## src/rtl/dap_gpio_seq.sv

```systemverilog
// GPIO command sequencer: turns set/clear/masked-write/sample commands
// into register-port cycles on a GPIO block and returns sampled inputs.
module dap_gpio_seq #(
   parameter int ADDRWIDTH = 12,
   parameter int BASE_ADDR = 0,
   parameter int GPIO_NUM  = 8
) (
   input  logic                 clk,
   input  logic                 reset,
   input  logic                 cmd_valid,
   output logic                 cmd_ready,
   input  logic [1:0]           cmd_op,
   input  logic [GPIO_NUM-1:0]  cmd_mask,
   input  logic [GPIO_NUM-1:0]  cmd_data,
   input  logic [15:0]          cmd_hold,
   output logic                 rsp_valid,
   output logic [GPIO_NUM-1:0]  rsp_data,
   output logic                 busy,
   output logic                 gpio_write_en,
   output logic [ADDRWIDTH-1:0] gpio_addr,
   output logic [31:0]          gpio_wdata,
   output logic [3:0]           gpio_byte_strobe,
   input  logic [31:0]          gpio_rdata
);

   typedef enum logic [2:0] {
      S_IDLE,
      S_READ,
      S_WRITE,
      S_HOLD,
      S_SAMPLE,
      S_DONE
   } state_t;

   localparam logic [ADDRWIDTH-1:0] A_DO = ADDRWIDTH'(BASE_ADDR + 8);
   localparam logic [ADDRWIDTH-1:0] A_DI = ADDRWIDTH'(BASE_ADDR + 12);
   localparam logic [ADDRWIDTH-1:0] A_BS = ADDRWIDTH'(BASE_ADDR + 16);
   localparam logic [ADDRWIDTH-1:0] A_BR = ADDRWIDTH'(BASE_ADDR + 20);

   state_t                 state_q;
   logic [1:0]             op_q;
   logic [GPIO_NUM-1:0]    mask_q;
   logic [GPIO_NUM-1:0]    data_q;
   logic [15:0]            hold_q;
   logic [15:0]            cnt_q;
   logic [GPIO_NUM-1:0]    shadow_q;
   logic [GPIO_NUM-1:0]    rsp_data_q;
   logic                   rsp_valid_q;
   logic                   busy_q;
   logic                   cmd_ready_q;
   logic                   we_q;
   logic [ADDRWIDTH-1:0]   addr_q;
   logic [31:0]            wdata_q;
   logic [3:0]             strb_q;

   logic [GPIO_NUM-1:0]    rd_d;
   logic [GPIO_NUM-1:0]    merge_d;
   logic                   unused_rdata;

   assign rd_d         = gpio_rdata[GPIO_NUM-1:0];
   assign unused_rdata = ^gpio_rdata[31:GPIO_NUM];
   // Merge uses the live DO read so the write data is ready on entry to WRITE
   assign merge_d      = (rd_d & ~mask_q) | (data_q & mask_q);

   always_ff @(posedge clk) begin
      if (reset) begin
         state_q     <= S_IDLE;
         op_q        <= '0;
         mask_q      <= '0;
         data_q      <= '0;
         hold_q      <= '0;
         cnt_q       <= '0;
         shadow_q    <= '0;
         rsp_data_q  <= '0;
         rsp_valid_q <= 1'b0;
         busy_q      <= 1'b0;
         cmd_ready_q <= 1'b1;
         we_q        <= 1'b0;
         addr_q      <= A_DI;
         wdata_q     <= '0;
         strb_q      <= '0;
      end else begin
         rsp_valid_q <= 1'b0;
         we_q        <= 1'b0;
         addr_q      <= A_DI;
         wdata_q     <= '0;
         strb_q      <= '0;
         unique case (state_q)
            S_IDLE: begin
               if (cmd_valid && cmd_ready_q) begin
                  op_q        <= cmd_op;
                  mask_q      <= cmd_mask;
                  data_q      <= cmd_data;
                  hold_q      <= cmd_hold;
                  cmd_ready_q <= 1'b0;
                  busy_q      <= 1'b1;
                  unique case (cmd_op)
                     2'b10: begin
                        state_q <= S_READ;
                        addr_q  <= A_DO;
                     end
                     2'b11: begin
                        state_q <= S_SAMPLE;
                     end
                     default: begin
                        state_q <= S_WRITE;
                        we_q    <= 1'b1;
                        strb_q  <= 4'b1111;
                        addr_q  <= (cmd_op == 2'b00) ? A_BS : A_BR;
                        wdata_q <= 32'(cmd_mask);
                     end
                  endcase
               end
            end
            S_READ: begin
               shadow_q <= rd_d;
               state_q  <= S_WRITE;
               we_q     <= 1'b1;
               strb_q   <= 4'b1111;
               addr_q   <= A_DO;
               wdata_q  <= 32'(merge_d);
            end
            S_WRITE: begin
               if (hold_q != 16'd0) begin
                  state_q <= S_HOLD;
                  cnt_q   <= hold_q;
               end else begin
                  state_q <= S_SAMPLE;
               end
            end
            S_HOLD: begin
               if (cnt_q <= 16'd1) begin
                  state_q <= S_SAMPLE;
                  cnt_q   <= 16'd0;
               end else begin
                  cnt_q   <= cnt_q - 16'd1;
               end
            end
            S_SAMPLE: begin
               rsp_data_q  <= rd_d;
               rsp_valid_q <= 1'b1;
               state_q     <= S_DONE;
            end
            S_DONE: begin
               state_q     <= S_IDLE;
               busy_q      <= 1'b0;
               cmd_ready_q <= 1'b1;
            end
            default: begin
               state_q     <= S_IDLE;
               busy_q      <= 1'b0;
               cmd_ready_q <= 1'b1;
            end
         endcase
      end
   end

   assign cmd_ready        = cmd_ready_q;
   assign rsp_valid        = rsp_valid_q;
   assign rsp_data         = rsp_data_q;
   assign busy             = busy_q;
   assign gpio_write_en    = we_q;
   assign gpio_addr        = addr_q;
   assign gpio_wdata       = wdata_q;
   assign gpio_byte_strobe = strb_q;

endmodule
```

## config.mk

```make
export PLATFORM = sky130hd
export DESIGN_NAME = dap_gpio_seq
export DESIGN_NICKNAME = d
export VERILOG_FILES = /design/src/rtl/dap_gpio_seq.sv
export SDC_FILE = /design/constraint.sdc
export NUM_CORES = 1
export LEC_CHECK = 0
export CORE_UTILIZATION = 45
export DETAILED_ROUTE_END_ITERATION = 16
export PLACE_DENSITY = 0.9
export SLEW_MARGIN = 30
export SYNTH_ARGS = -nofsm -noshare
export SYNTH_HDL_FRONTEND = slang
export SYNTH_SLANG_ARGS = --single-unit
export TNS_END_PERCENT = 10
```

## constraint.sdc

```tcl
create_clock -name clk -period 2.5 [get_ports clk]
set_clock_uncertainty 0.15 [all_clocks]
set_input_delay 0.25 -clock clk [delete_from_list [all_inputs] [get_ports clk]]
set_output_delay 0.25 -clock clk [all_outputs]
set_load 0.01 [all_outputs]
```

* After elaboration in Yosys (flattened, before gate mapping)
Index checks and enable logic that the tools add are counted.
Cells by class: multiplexer cells 26, equality and inequality tests 9, reduce and logical (&&, ||, !) cells 11, bitwise logic cells 5, $add $sub $neg 1, magnitude comparators 1
Operators by type and width (number):
- 2-to-1 mux 16 bit | 2
- case mux 16 bit (2 select lines) | 1
- case mux 5 bit (2 select lines) | 2
- AND 8 bit | 2
- less-or-equal comparator 16 x 1 -> 1 bit, second input constant | 1
- 2-to-1 mux 8 bit | 2
- case mux 8 bit (2 select lines) | 1
- nonzero test 16 bit | 1
- subtractor 16 x 1 -> 16 bit, second input constant | 1
- case mux 3 bit (5 select lines) | 1
- 2-to-1 mux 3 bit | 4
- 2-to-1 mux 4 bit | 2
- NOT 8 bit | 1
- OR 8 bit | 1
- case mux 4 bit (2 select lines) | 1
- AND reduction 2 bit | 4
- == test 3 x 2 -> 1 bit, second input constant | 2
- != test 2 bit, second input constant | 3
- case mux 1 bit (2 select lines) | 3
- case mux 3 bit (2 select lines) | 1
- 2-to-1 mux 1 bit | 5
- 2-to-1 mux 5 bit | 1
- == test 2 bit, second input constant | 2
- OR reduction 4 bit | 1
- 8 further kinds | 8
Word-level totals: output and inout port bits 60, input bits 69, logic and storage cells 66, bits in registers 111

* Depth between registers and ports, before layout
word-level depth 5, depth in mapped cells 8, gate-level depth less buffers 7

* Least setup slack after synthesis
No wires, ideal clock.
path kind register -> register, start point register cnt_q[0], end point register cnt_q[14], setup time 86 ps, stages on the path, launching flop included 9, arrival 1868 ps, path buffers 1, required time 2264 ps, setup slack 397 ps, path through dfxtp_1 -> inv_1 -> ha_1 -> or3b_2 -> clkbuf_1 -> nor3_1 -> and3_1 -> o21ai_0 -> a211oi_1
Between the ends: longest elaborated chain between the ends 3, elaborated cells on any way between the ends 4
RTL lines:
- start: declaration | RTL line 45 | logic [15:0] cnt_q;
- start signal: assignment | RTL line 126 | cnt_q <= hold_q;
- start signal: assignment | RTL line 136 | cnt_q <= cnt_q - 16'd1;
- subtractor 16 x 1 -> 16 bit / less-or-equal comparator 16 x 1 -> 1 bit (equally long branches) | RTL line 136, 132
- 2-to-1 mux 16 bit * | RTL line 132 | if (cnt_q <= 16'd1) begin
- case mux 16 bit (2 select lines) * | RTL line 88 | unique case (state_q)
Every way passes the cells marked *; elsewhere a longest branch is shown, timed or not. A chain may end at the register's enable or synchronous reset.

* Worst setup path after layout
Ends and elaborated chain as after synthesis.

==> qor.csv <==
stage,metric,value,unit
run_status,status,"finished, final reports clean",
layout,layout.cell_area.non_filler,0.00439,mm^2
worst_setup_path,startpoint_type,flip-flop,
placed_design,dpl.hpwl,5.99,mm
clock_tree,clockRootBuffer,clkbuf_8,
synthesis,netlist_area,0.00355,mm^2
layout,insertedDiodeCount,0,
layout,final_common_cell,nand2_1,
global_routing,overflow,0,
timing,tightest_slew,713,ps
synthesis,syn_inst,435,
clock_tree,insertion_delay,350,ps
synthesis,synth_area_leaders,"dfxtp_1 42%, nand2_1 10%, buf_4 7.8%",
routing,firstDrtPassIters,5,
worst_setup_path,required,2610,ps
flow_run,cap_violations,0,
timing,clock.fmax,0.428,GHz
clock_tree,cts_buffers,9,
synthesis,ys_seq_area_share,41.7,%
global_routing,grt_max_degree,67,
layout,drive_above_1_share,8.95,%
routing,drt_iter0_drc,343,
placed_design,io_buffer_count,71,
synthesis,synth-edff-count,0,
routing,num_vias,3254,
floorplan,core_area,0.00769,mm^2
placed_design,gp_congestion,0.927,
clock_tree,cts_sinks,74,
floorplan,fp.dieW,90.8,um
clock_tree,cts_tree,done,
global_routing,antenna_found_initial,0,
synthesis,yosys.area_share.simple,23.8,%
floorplan,initial_core_util,46.2,%
layout,layout_common_cells,"97 x nand2_1, 74 x dfxtp_1, 70 x clkdlybuf4s50_1",
synthesis,synthArstFlopShare,0,%
layout,final_net_count,569,
floorplan,dieArea,0.00825,mm^2
power_and_ir_drop,power.density,837,mW/mm^2
synthesis,synth_compound_area_share,18.3,%
global_routing,grt_pass1_vias,3040,
routing,wire_per_inst,14.2,um
routing,ant_nets,0,
floorplan,io-pin-count,129,
layout,fillerInstances,643,
power_and_ir_drop,leakage,1.61,nW
synthesis,synth_warnings,0,
clock_tree,clk_pin_slew,90,ps
worst_hold_path,hold_path.class,primary input to flip-flop,
synthesis,synth-main-ff-cell,dfxtp_1,
synthesis,synth_top_area_share,41.7,%
power_and_ir_drop,vdd_drop_max,412,uV
timing,setup_tns,0,ps
timing,maxSlewViolCount,0,
timing,hold_viol,0,
worst_setup_path,path_max_fanout,7,
timing,fin_crit_sh,93.4,%
synthesis,ys_types,53,
worst_setup_path,crit_type,flip-flop to flip-flop,
worst_setup_path,critPathCaptureType,flip-flop,
routing,drc,0,
worst_setup_path,cp.arrival,2440,ps
synthesis,synthAdderAreaFrac,0.705,%
clock_tree,clock_path_buffers,2,
synthesis,synth_top_family_by_area,simple AND/OR/NAND/NOR gates,
global_routing,grt_use_total,21.2,%
routing,wirelength,8.56,mm
timing,relSlewSlack,52.2,%
layout,final_util,57.2,%
timing,rsz0062_at_grt,no,
timing,min_period,2330,ps
synthesis,synth.area.mux_share,2.82,%
timing,setup_ws,166,ps
placed_design,place_area,0.00419,mm^2
clock_tree,cts.repair.resized,0,
routing,vias_per_cell,5.38,
timing,setup-violations-final,0,
floorplan,fp.dieH,90.8,um
layout,syn2layout_area_growth,23.8,%
placed_design,dp_slack,170,ps
synthesis,synth_largest_area_cell,dfxtp_1,
global_routing,grt_pass1_wl,14.1,mm
synthesis,synth-seq-cells,74,
synthesis,synthXorXnorAreaFrac,0.987,%
clock_tree,cts_max_level,3,
synthesis,synth.avg_cell_area,8.16,um^2
floorplan,rows,32,
==> cells in the mapped netlist (all sizes together), types with 2 or more instances <==
master,instances
nand4,2
a211o,2
ha,2
o21ai,16
a21boi,2
or2,3
buf,40
clkbuf,21
a21oi,55
nor4,11
a41oi,2
o31a,3
a31oi,4
or3,5
or4,4
a211oi,4
inv,7
a2bb2oi,2
o311ai,3
nand2,98
xnor2,3
o32ai,2
nand3,8
or2b,2
mux2i,10
nor3,10
dfxtp,74
a22oi,4
nand2b,3
nor2,18
==> layout make-up <==
| cell class | instances | area (um^2) | share of cell area, % |
|---|---|---|---|
| clock buffer | 10 | 128 | 2.90 |
| clock inverter | 6 | 65.1 | 1.48 |
| tap | 102 | 128 | 2.90 |
| multi-input combinational | 325 | 1780 | 40.6 |
| inverter | 7 | 26.3 | 0.598 |
| timing repair buffer | 81 | 783 | 17.8 |
| sequential | 74 | 1480 | 33.7 |
==> worst max-delay path, stage by stage, from the launching register on <==
cell and delay (ps):
dfxtp_1 390, inv_1 100, ha_1 220, or3b_2 560
nor3_1 310, and3_1 210, o21ai_0 70, a211oi_1 240
==> per-layer routing <==
metal / GRT usage [%] / wire, um
met5: 0 / 0
met4: 8.73 / 161
met3: 4.04 / 440
met2: 35.7 / 4270
met1: 26.4 / 3690
==> sequential cells by signal, summed over array words and instances (netlist names), 3 cells and up <==
| register | count |
|---|---|
| cnt_q | 16 |
| data_q | 8 |
| gpio_addr | 3 |
| gpio_wdata | 8 |
| hold_q | 16 |
| mask_q | 8 |
| rsp_data | 8 |
| state_q | 3 |
==> power by group <==
group | switching, mW | leakage [nW] | internal, mW
Clock | 0.456 | 0.0966 | 0.463
Sequential | 0.157 | 0.603 | 1.34
Combinational | 0.693 | 0.906 | 0.572
==> per-stage QoR <==
step,hold slack [ps],cells,power (mW)
detailed placement,299,588,2.77
CTS,279,605,3.68
global placement,293,588,2.72
floorplan,204,467,2.42
global route,296,605,3.89
finish,289,605,3.68
==> what timing repair did <==
action / CTS / global route
setup buffers: 0 / 0
hold buffers: 1 / 0
endpoints found under the setup margin: 0 / 0
hold endpoints to repair: 1 / 0
==> cell families after synthesis <==
logic type / Yosys count
AND/OR/NAND/NOR: 171
buffers and inverters: 68
flip-flops: 74
XOR/XNOR: 4
AO/OA/AOI/OAI: 105
adder cells (fa/ha/maj): 2
other: 1
multiplexers: 10
==> path summary, 6_finish.rpt <==
| kind | startpoint | to | slack, ps | cells after the start |
|---|---|---|---|---|
| worst min-delay path | cmd_data[1] | data_q[1] | 290 | 3 |
| worst min register to register | data_q[1] | data_q[1] | 310 | 2 |
| worst max-delay path | cnt_q[0] | cnt_q[14] | 170 | 7 |
| worst max register to register | cnt_q[0] | cnt_q[14] | 170 | 7 |
(Power assumes the default switching activity.)
